## config.mk

```make
export PLATFORM = sky130hd
export DESIGN_NAME = tmds_ddr_serializer
export DESIGN_NICKNAME = d
export VERILOG_FILES = /design/src/rtl/tmds_ddr_serializer_pkg.sv /design/src/rtl/tmds_ddr_lane.sv /design/src/rtl/tmds_ddr_serializer.sv
export SDC_FILE = /design/constraint.sdc
export NUM_CORES = 1
export LEC_CHECK = 0
export ABC_AREA = 1
export ABC_CLOCK_PERIOD_IN_PS = 1700
export CAP_MARGIN = 30
export CORE_MARGIN = 4
export CORE_UTILIZATION = 53
export CTS_BUF_LIST = sky130_fd_sc_hd__clkbuf_8
export DETAILED_ROUTE_END_ITERATION = 8
export PLACE_DENSITY = 0.88
export SYNTH_ARGS = -nofsm -noshare
export SYNTH_HDL_FRONTEND = slang
export SYNTH_SLANG_ARGS = --single-unit
```

## constraint.sdc

```tcl
create_clock -name clk_x5 -period 1.7 [get_ports clk_x5]
set_input_delay 0.34 -clock clk_x5 [delete_from_list [all_inputs] [get_ports clk_x5]]
set_output_delay 0.34 -clock clk_x5 [all_outputs]
set_load 0.005 [all_outputs]
```

## src/rtl/tmds_ddr_serializer_pkg.sv

```systemverilog
// ============================================================================
// Module      : tmds_ddr_serializer_pkg
// Description : TMDS control symbols, clock-channel pattern and phase helpers.
// Revision    : 1.0 - initial release
// ============================================================================
`default_nettype none

package tmds_ddr_serializer_pkg;

    localparam int          c_PHASES        = 5;
    localparam logic [2:0]  c_LAST_PHASE    = 3'd4;

    // The four TMDS control-period codes, indexed by {C1,C0}.
    localparam logic [9:0]  c_TMDS_CTRL_00  = 10'b1101010100;
    localparam logic [9:0]  c_TMDS_CTRL_01  = 10'b0010101011;
    localparam logic [9:0]  c_TMDS_CTRL_10  = 10'b0101010100;
    localparam logic [9:0]  c_TMDS_CTRL_11  = 10'b1010101011;

    localparam logic [9:0]  c_TMDS_CLK_PATTERN = 10'b0000011111;

    typedef logic [2:0] phase_t;

    function automatic phase_t next_phase(input phase_t p);
        return (p == c_LAST_PHASE) ? 3'd0 : p + 3'd1;
    endfunction

endpackage

`default_nettype wire

```

## src/rtl/tmds_ddr_lane.sv

```systemverilog
// ============================================================================
// Module      : tmds_ddr_lane
// Description : One TMDS channel: symbol capture register and 10->2 DDR shifter.
// Revision    : 1.0 - initial release
// ============================================================================
`default_nettype none

module tmds_ddr_lane
    import tmds_ddr_serializer_pkg::*;
#(
    parameter logic [9:0] IDLE_SYMBOL = c_TMDS_CTRL_00
) (
    input  logic       clk_x5,
    input  logic       reset,
    input  logic       i_capture,
    input  logic       i_load,
    input  logic [9:0] i_symbol,
    input  logic       i_valid,
    output logic [1:0] o_pair
);

    logic [9:0] r_cap;
    logic [7:0] r_shift;
    logic [1:0] r_pair;

    // Pairs leave LSB first; the even bit sits in [1] for the rising DDR edge.
    always_ff @(posedge clk_x5) begin
        if (reset) begin
            r_cap   <= IDLE_SYMBOL;
            r_shift <= '0;
            r_pair  <= 2'b00;
        end else begin
            if (i_capture) begin
                r_cap <= i_valid ? i_symbol : IDLE_SYMBOL;
            end
            if (i_load) begin
                r_pair  <= {r_cap[0], r_cap[1]};
                r_shift <= r_cap[9:2];
            end else begin
                r_pair  <= {r_shift[0], r_shift[1]};
                r_shift <= r_shift >> 2;
            end
        end
    end

    assign o_pair = r_pair;

endmodule

`default_nettype wire

```

## src/rtl/tmds_ddr_serializer.sv

```systemverilog
// ============================================================================
// Module      : tmds_ddr_serializer
// Description : Pixel-phase sequencer, pclk generator and four DDR TMDS lanes.
// Revision    : 1.0 - initial release
// ============================================================================
`default_nettype none

module tmds_ddr_serializer
    import tmds_ddr_serializer_pkg::*;
#(
    parameter logic [9:0] IDLE_SYMBOL   = c_TMDS_CTRL_00,
    parameter logic [9:0] CLK_PATTERN   = c_TMDS_CLK_PATTERN,
    parameter int         CAPTURE_PHASE = 3,
    parameter int         UNDERRUN_W    = 16
) (
    input  logic                  clk_x5,
    input  logic                  reset,
    input  logic [9:0]            in_red,
    input  logic [9:0]            in_green,
    input  logic [9:0]            in_blue,
    input  logic                  in_valid,
    output logic                  pclk,
    output logic [2:0]            phase,
    output logic [1:0]            out_tmds_red,
    output logic [1:0]            out_tmds_green,
    output logic [1:0]            out_tmds_blue,
    output logic [1:0]            out_tmds_clk,
    output logic [UNDERRUN_W-1:0] underrun_cnt,
    output logic                  underrun_sticky
);

    generate
        if (CAPTURE_PHASE < 2 || CAPTURE_PHASE > 4) begin : g_bad_capture_phase
            $error("tmds_ddr_serializer: CAPTURE_PHASE must be in 2..4");
        end
    endgenerate

    phase_t                r_phase;
    logic                  r_pclk;
    logic [UNDERRUN_W-1:0] r_underrun_cnt;
    logic                  r_underrun_sticky;

    phase_t                w_phase_next;
    logic                  w_capture;
    logic                  w_load;

    assign w_phase_next = next_phase(r_phase);
    assign w_capture    = (r_phase == 3'(CAPTURE_PHASE));
    assign w_load       = (r_phase == c_LAST_PHASE);

    // pclk is registered from the next phase so its rise lands on entry to phase 0.
    always_ff @(posedge clk_x5) begin
        if (reset) begin
            r_phase           <= 3'd0;
            r_pclk            <= 1'b0;
            r_underrun_cnt    <= '0;
            r_underrun_sticky <= 1'b0;
        end else begin
            r_phase <= w_phase_next;
            r_pclk  <= (w_phase_next < 3'd2);
            if (w_capture && !in_valid) begin
                r_underrun_sticky <= 1'b1;
                if (r_underrun_cnt != '1) begin
                    r_underrun_cnt <= r_underrun_cnt + 1'b1;
                end
            end
        end
    end

    logic [9:0] w_data_sym  [3];
    logic [1:0] w_data_pair [3];

    assign w_data_sym[0] = in_red;
    assign w_data_sym[1] = in_green;
    assign w_data_sym[2] = in_blue;

    generate
        for (genvar g = 0; g < 3; g++) begin : g_data_lane
            tmds_ddr_lane #(
                .IDLE_SYMBOL (IDLE_SYMBOL)
            ) u_lane (
                .clk_x5    (clk_x5),
                .reset     (reset),
                .i_capture (w_capture),
                .i_load    (w_load),
                .i_symbol  (w_data_sym[g]),
                .i_valid   (in_valid),
                .o_pair    (w_data_pair[g])
            );
        end
    endgenerate

    // The clock lane reuses the data lane with its "idle" symbol set to the pattern.
    tmds_ddr_lane #(
        .IDLE_SYMBOL (CLK_PATTERN)
    ) u_clk_lane (
        .clk_x5    (clk_x5),
        .reset     (reset),
        .i_capture (w_capture),
        .i_load    (w_load),
        .i_symbol  (CLK_PATTERN),
        .i_valid   (1'b1),
        .o_pair    (out_tmds_clk)
    );

    assign out_tmds_red    = w_data_pair[0];
    assign out_tmds_green  = w_data_pair[1];
    assign out_tmds_blue   = w_data_pair[2];
    assign pclk            = r_pclk;
    assign phase           = r_phase;
    assign underrun_cnt    = r_underrun_cnt;
    assign underrun_sticky = r_underrun_sticky;

endmodule

`default_nettype wire

```

---- Word level (Yosys, flattened, before mapping) ----
Cells that the tools add are included.
cells by class
  reduce and logical (&&, ||, !) cells .... 4
  muxes and demuxes ....................... 12
  equal/unequal tests ..................... 3
  bitwise operators ....................... 1
  add/sub/neg operators ................... 2
  order comparisons ....................... 1
operators with widths
  operator               number
  $mux 10                3
  $mux 6                 3
  $add 16x1->16 const B  1
  $ne 16x16->1 const B   1
  $mux 2                 4
  $mux 3                 2
  $add 3x1->3 const B    1
  $eq 3x2->1 const B     1
  $eq 3x3->1 const B     1
  $lt 3x2->1 const B     1
  $reduce_and 2->1       1
  $reduce_or 2->1        1
  $logic_and 1x1->1      1
  $logic_not 1->1        1
  $not 1->1              1
storage, ports and cells
  input port bits ......................... 33
  register bits after elaboration ......... 86
  logic and storage cells ................. 41
  output and inout port bits .............. 29

---- Depth between registers and ports, before layout ----
  depth after elaboration ................. 3
  mapped depth ............................ 11
  mapped depth without buffers ............ 10

---- Cells and area by module ----
Synthesis repeated with hierarchy kept, for this count alone.
second synthesis, totals
  cell total of the unflattened synthesis .. 553
  area, all modules ....................... 4176.5 um^2
by module, submodules not included
  module                                      seq. area each (um^2)  cells each  instances  area each (um^2)
  tmds_ddr_lane at g_data_lane[0].u_lane ...  400.4                  95          3          747.0
  tmds_ddr_serializer                         420.4                  175         1          1177.4
  tmds_ddr_lane at u_clk_lane                 400.4                  93          1          758.2

---- Worst setup path before layout ----
OpenSTA, ideal clock, no wires.
  kind .................................... register to register
  start ................................... register r_phase[0] (netlist: phase[0])
  end ..................................... register r_underrun_cnt[13] (netlist: underrun_cnt[13])
  arrival ................................. 1.391 ns
  clock period less this slack ............ 1.506 ns
  required time ........................... 1.585 ns
  path buffers ............................ 1
  stages on the path, launching flop included .. 11
  setup slack ............................. 0.194 ns
  setup time .............................. 0.115 ns
  cell sequence ........................... dfxtp_1 -> ha_1 -> ha_1 -> buf_2 -> nand2_2 -> nor2_1 -> nand2_1 -> nor2_1 -> nand3_1 -> nand2_1 -> nor2_1
between the ends
  cells in the longest elaborated chain, start to end .. 3
RTL lines
  what                        line                       RTL
  start, declared             tmds_ddr_serializer.sv:38  phase_t r_phase;
  start signal, assigned      tmds_ddr_serializer.sv:59  r_phase <= w_phase_next;
  $eq 3x2->1                  tmds_ddr_serializer.sv:48  assign w_capture = (r_phase == 3'(CAPTURE_PHASE));
  $logic_and 1x1->1           tmds_ddr_serializer.sv:61  if (w_capture && !in_valid) begin
  $reduce_and 2->1 (no line)  -
  end signal, assigned        tmds_ddr_serializer.sv:64  r_underrun_cnt <= r_underrun_cnt + 1'b1;
  end, declared               tmds_ddr_serializer.sv:40  logic [UNDERRUN_W-1:0] r_underrun_cnt;
Every way passes these cells.
A chain may end at the register's enable or synchronous reset.

---- Worst setup path after layout ----
  start ................................... register r_underrun_cnt[15] (netlist: underrun_cnt[15])
  end ..................................... output port underrun_cnt[15]
RTL lines
  what           line                       RTL
  end, declared  tmds_ddr_serializer.sv:28  output logic [UNDERRUN_W-1:0] underrun_cnt,
No word-level cell between the ends.

==> results.ini <==
[clocking]
ctsResizeCount=2
cts_tree=built
clk_latency_ns=0.35
cts_root_buf=clkbuf_8
cts.sinks=84
cts_buffers=9
clkTransAtPathRegs_ns=0.09
cts_max_level=3
holdBufCountCts=0
cts_buffer_depth=2
cts_setup_buffers=0

[route]
post_drt_wl_per_cell_um=13.30
vias_per_cell=5.241
drc=0
top_layer=met4
totalWireLength_um=7622
drt-initial-drc-count=230
route.met2.wl_um=3911
ant_nets=0
wl_met3_um=416
wl_met1_um=3160
vias=3003
dr.pass1.iters=6

[synth]
syn_nets=465
ys_seq_area_share_pct=52.15
ys_types=24
synth_top_family_by_area=simple AND/OR/NAND/NOR gates
syn_area_um2=3224
synth_ff_type=dfxtp_1
synthSimpleGateAreaFrac_pct=30.50
yosysWarnings=0
synth_xor_area_share_pct=0.5433
synth_seq_cells=84
synthMuxAreaShare_pct=0
synthCells=428
ys_async_sr_fraction_pct=0
synth-adder-area-share_pct=1.552
synth_compound_area_share_pct=8.265
avgSynthCellArea_um2=7.534
synth-edff-count=0

[timing]
period_minus_slack_ns=1.664
setup_viol=0
worst_slew_pin_slew_ns=0.4746
hold_violations=0
maxSlewHeadroom_pct=68.32
finClkSkew_ns=0.01118
slew_violations=0
whs_ns=0.4329
post-route-period-util_pct=97.86
fmax_ghz=0.6011
fin_setup_tns_ns=0

[die]
die_h_um=86.00
num_rows=28
pin_count=62
start_util_pct=54.46
die_x_um=86.00
die_area_um2=7395
core_area_um2=5921

[grt]
grt_pass1_wl_um=12880
antenna_found_initial=0
grt_start_max_net_pins=44
grt-ovfl-total=0
grt_pass1_vias=2846
grt_use_total_pct=21.69

[final_layout]
multi_input_area_um2=1338
layout-drive-gt1-share_pct=12.45
antenna_cells=0
regArea_um2=1700
layout.nets=530
nFillCells=450
syn_to_final_growth_pct=31.01
fin_util_pct=71.34
final_common_cell=nand2_1
final_cell_mix=nand2_1, dfxtp_1, clkdlybuf4s50_1, nand3_1, nor2_1

[power_and_ir_drop]
p_leak_nw=1.853
peakVddDrop_v=0.0005968
power_mw=3.990
power_density_nw_per_um2=944.7

[run]
cap_violations=0

[critical_path]
required_ns=1.36
critPathTopFamily=buffers and inverters
crit_type=reg -> out
startpoint_type=register
crit_fanout=5
worstPathArrival_ns=1.32
crit_path_max_incr_delay_ns=0.55
path_buf_inv=1
crit_slowest_cell=clkdlybuf4s50_1
end_kind=output port
worstPathCellList=clkdlybuf4s50_1

[placement]
dp_hpwl_um=5103
portBuffers=61
place_congestion=0.9666

[outcome]
status=complete, no violations

[hold_path]
hp-class=reg -> reg

-- metal layers --
metal | vias up | GRT usage (%)
met5 | - | 0
met4 | 0 | 9.640
met3 | 11 | 3.362
met2 | 95 | 36.44
met1 | 1393 | 27.42
li1 | 1504 | -
-- cell type report --
| class | instances | share of cell area, % |
|---|---|---|
| clock buffer | 10 | 3.258 |
| clock inverter | 6 | 2.251 |
| inverter | 33 | 2.932 |
| multi-input combinational | 289 | 31.66 |
| sequential | 84 | 40.25 |
| tap | 75 | 2.222 |
| timing repair buffer | 76 | 17.42 |
-- worst paths after layout --
check / start / endpoint / slack (ns) / cells past startpoint
setup / recovery: underrun_cnt[15] / underrun_cnt[15] / 0.04 / 1
hold / removal: phase[0] / phase[0] / 0.43 / 1
setup reg to reg: underrun_cnt[0] / underrun_cnt[10] / 0.14 / 9
hold reg to reg: phase[0] / phase[0] / 0.43 / 1
-- power breakdown --
group          leakage [nW]  total [mW]  internal [mW]  switching (mW)
sequential            0.686        2.05           2.02          0.0293
combinational          1.05       0.325          0.171           0.154
clock                 0.117        1.61          0.880           0.734
total                  1.85        3.99           3.07           0.918
-- cell families after synthesis --
| family | Yosys count |
|---|---|
| xor+xnor | 2 |
| flops | 84 |
| fa+ha+maj | 4 |
| simple gates | 234 |
| buf+inv | 55 |
| compound gates | 49 |
-- stage by stage --
| stage | worst slack (ns) | instances | area (µm²) |
|---|---|---|---|
| 2_1_floorplan | 0.1942 | 428 | 3224 |
| 3_3_place_gp | 0.09180 | 557 | 3953 |
| 3_5_place_dp | 0.04724 | 557 | 3953 |
| 4_1_cts | 0.0003084 | 573 | 4188 |
| 5_1_grt | -0.03778 | 573 | 4224 |
| 6_report | 0.03633 | 573 | 4224 |
-- synth_stat cells, types with 3 or more instances --
cell type / n / area (µm²)
o21ai_0: 8 / 40.04
nand2_1: 121 / 454.2
ha_1: 4 / 50.05
nand3_1: 51 / 255.2
nor2_1: 49 / 183.9
dfxtp_1: 84 / 1682
buf_2: 6 / 30.03
nand2_2: 4 / 25.02
inv_2: 4 / 15.01
a21oi_1: 25 / 125.1
inv_1: 29 / 108.9
nand4_1: 3 / 18.77
o22ai_1: 15 / 93.84
clkbuf_1: 14 / 52.55
-- registers in the layout, indices dropped and copies added (netlist names) --
name and cells:
phase 3, g_data_lane.u_lane.o_pair 6, underrun_cnt 16, pclk 1
underrun_sticky 1, g_data_lane.u_lane.r_shift 24, u_clk_lane.o_pair 2, g_data_lane.u_lane.r_cap 30
u_clk_lane.r_shift 1
Note: power is estimated with default switching activity, not from simulation.
==> RTL change 1: new RTL, same settings <==
Set the parameter `UNDERRUN_W` to 32 (it was 16).
--- a/src/rtl/tmds_ddr_serializer.sv
+++ b/src/rtl/tmds_ddr_serializer.sv
@@ -12,5 +12,5 @@
     parameter logic [9:0] CLK_PATTERN   = c_TMDS_CLK_PATTERN,
     parameter int         CAPTURE_PHASE = 3,
-    parameter int         UNDERRUN_W    = 16
+    parameter int         UNDERRUN_W    = 32
 ) (
     input  logic                  clk_x5,
Ports: changed (resized underrun_cnt); port bits go from 62 to 78. No check against the original RTL was run, so the function may have changed too.
==> RTL change 1 against the original RTL <==
The run now ends with setup timing left. Area after synthesis up 30%. Final area rose by 42%. Via count increased by 49%. Fmax is 4.8% lower. Sequential cell count up 16. Power is 8.6% higher. Worst setup slack worse by 0.084 ns. Clock power is 4% lower. Routed wire length up 63%.
==> RTL change 1: results <==
set metrics [dict create \
    crit_path_max_incr_delay_ns 0.37 \
    timing.rr.end "underrun_cnt[26]$_SDFFE_PP0P_" \
    crit_arrival_ns 2.02 \
    worst_hold_path.endpoint "g_data_lane[2].u_lane.r_shift[6]$_SDFF_PP0_" \
    wl_mm 12.4 \
    num_vias 4471 \
    drive_gt1_share_pct 21.8 \
    fillers 519 \
    taps 102 \
    slew_headroom_pct 79.3 \
    seqCellArea_mm2 0.00204 \
    synthDistinctLibCells 28 \
    dp_cells 791 \
    violations "setup timing" \
    synthTopCellsByCount "185 x nand2_1, 100 x dfxtp_1, 89 x nor2_1" \
    largest_reg_flops 32 \
    p_leak_nw 2.68 \
    setup_ws_ns -0.0476 \
    min_path_cells 2 \
    critPathMaxFanout 7 \
    grt_pass1_wl_mm 18.6 \
    hp-start "g_data_lane[2].u_lane.r_cap[8]$_SDFFE_PP1N_" \
    n_all_buffers 127 \
    dominant-cell-class "multi-input combinational cells" \
    p_seq_share_pct 55.8 \
    critPathCaptureType "flip-flop" \
    critPathLaunch "phase[0]$_SDFF_PP0_" \
    vdd.ir_drop.worst_mv 0.596 \
    vias_per_cell 5.47 \
    synthTopCellsByArea "dfxtp_1 48%, nand2_1 17%, nor2_1 7.9%" \
    postPlaceCellArea_mm2 0.00531 \
    multiInputGateArea_mm2 0.00214 \
    dp_slack_ns -0.180 \
    power_switching_mw 1.16 \
    finalSetupViolations 3 \
    r2r-start "phase[0]$_SDFF_PP0_" \
    multi_input_cells 424 \
    synthesis.nets 638 \
    nets 748 \
    wl_met1_mm 4.89 \
    syn_inst 601 \
    slowest_stage "dfxtp_2" \
    fin_tns_setup_ns -0.0492 \
    crit_family "simple AND/OR/NAND/NOR gates" \
    status "finished with violations" \
    wl_met2_mm 6.07 \
    wl_met3_mm 1.04 \
    port_buffers 77 \
]
==> RTL change 1: cell count changes in the layout (fill, tap and decap cells not counted), sizes merged, moves of 3 or more <==
cell           delta
inv              +19
dlymetal6s2s      +9
o21ai             -3
xor2              +4
a21oi            +14
buf              +32
clkdlybuf4s50     +4
nand3            +13
dfxtp            +16
dlygate4sd2       +3
nand2            +59
nor2             +42
==> RTL change 1: kinds of logic (layout without fill, tap and decap cells) <==
family,after synthesis,in the layout,synth area share (%)
buffers and inverters,77,192,7.71
and+or+nand+nor,355,355,34.8
adders and majority gates,4,4,1.19
AOI/OAI and AO/OA,60,60,7.65
xor gates and xnor gates,5,5,1.04
DFF,100,100,47.6
==> RTL change 1: repair_timing <==
action / CTS / global route
buffers inserted: 5 / 1
pin swaps: 1 / 15
gates resized for setup: 23 / 88
endpoints found under the setup margin: 34 / 48
cloned: 0 / 5
==> RTL change 2: new RTL, same settings <==
Made on the original files. Reset style: asynchronous (`reset`), changed in 2 clocked blocks.
--- a/src/rtl/tmds_ddr_lane.sv
+++ b/src/rtl/tmds_ddr_lane.sv
@@ -25,5 +25,5 @@
 
     // Pairs leave LSB first; the even bit sits in [1] for the rising DDR edge.
-    always_ff @(posedge clk_x5) begin
+    always_ff @(posedge clk_x5 or posedge reset) begin
         if (reset) begin
             r_cap   <= IDLE_SYMBOL;
--- a/src/rtl/tmds_ddr_serializer.sv
+++ b/src/rtl/tmds_ddr_serializer.sv
@@ -50,5 +50,5 @@
 
     // pclk is registered from the next phase so its rise lands on entry to phase 0.
-    always_ff @(posedge clk_x5) begin
+    always_ff @(posedge clk_x5 or posedge reset) begin
         if (reset) begin
             r_phase           <= 3'd0;
Formal check against the unedited RTL: differs if reset is asserted again (counterexample within 4 cycles, from zero or initial values and one cycle with reset high); with reset held inactive, the same outputs for 10 cycles.
==> RTL change 2 against the original RTL <==
Sequential cell count stayed put. Final area up 9.3%. Die area is 8.1% higher. Area after synthesis increased by 9.0%. Power up 4.1%. Sequential share of layout area rose by 6.0 points. Routed wire length decreased by 1.3%. Worst setup slack gained 0.018 ns. Critical path type unchanged. Critical endpoint is now underrun_cnt[1]. Highest routed layer unchanged.
==> RTL change 2: results <==
set metrics [dict create \
    numSequentialCells 84 \
    fin_util_pct 72.3 \
    clk_share_pct 4.96 \
    place_hpwl_mm 5.07 \
    r2r-start "phase[0]$_DFF_PP0_" \
    holdWs_ns 0.308 \
    hp-class "in2async" \
    dr.pass1.iters 4 \
    synthTopCellsByCount "111 x nand2_1, 69 x dfrtp_1, 50 x inv_1" \
    multi_input_area_share_pct 25.3 \
    wl_mm 7.52 \
    dp_cells 531 \
    vias_per_cell 5.06 \
    synth_area_per_cell_um2 8.92 \
    multiInputGateArea_mm2 0.00117 \
    fin_skew_ns 0.00799 \
    drive_gt1_share_pct 18.5 \
    p_leak_nw 2.16 \
    crit_path_end "underrun_cnt[1]" \
    nets 508 \
    grt_usage_pct 20.5 \
    grt_pass1_vias 2851 \
    gp_routability_congestion 0.834 \
    nClkBuffers 9 \
    multi_input_cells 246 \
    slew_headroom_pct 76.2 \
    critPathMaxFanout 4 \
    timing.rr.end "underrun_cnt[15]$_DFFE_PP0P_" \
    n_all_inverters 52 \
    fin_crit_sh_pct 96.8 \
    drt-initial-drc-count 103 \
    dp_slack_ns -0.00497 \
    p_per_area_mw_per_mm2 900 \
    status "finished clean" \
    combinationalPower_uw 390 \
    seq_area_frac_synth_pct 60.4 \
    buf_share_pct 17.1 \
    synthDistinctLibCells 23 \
]
-- RTL change 2: cell types whose count changed in the layout (fill, tap and decap cells not counted), sizes merged, moves of 3 or more --
| cell | delta |
|---|---|
| dfxtp | -84 |
| dfrtp | +69 |
| nand3 | -41 |
| o21ai | +32 |
| inv | +20 |
| dfstp | +15 |
| o22ai | -15 |
| a21oi | -10 |
| nand2 | -8 |
| nor2 | -6 |
| or2 | +3 |
-- RTL change 2: cell families (layout without fill, tap and decap cells) --
group,Yosys count,after routing
adders and majority gates,4,4
buffers and inverters,64,146
AOI/OAI and AO/OA,55,55
and+or+nand+nor,183,183
xor gates and xnor gates,4,4
DFF,84,84
-- RTL change 2: timing repair --
action | CTS | global route
endpoints found under the setup margin | 5 | 26
resized for setup | 5 | 17
setup buffers | 0 | 6
hold endpoints to repair | 0 | 0
-- RTL change 2: routing by layer --
metal	GRT usage (%)	vias up	wire, um
met4	8.25	0	133
li1	-	1368	-
met3	5.16	15	405
met1	25.1	1346	3130
met2	34.6	67	3850
met5	0	-	0
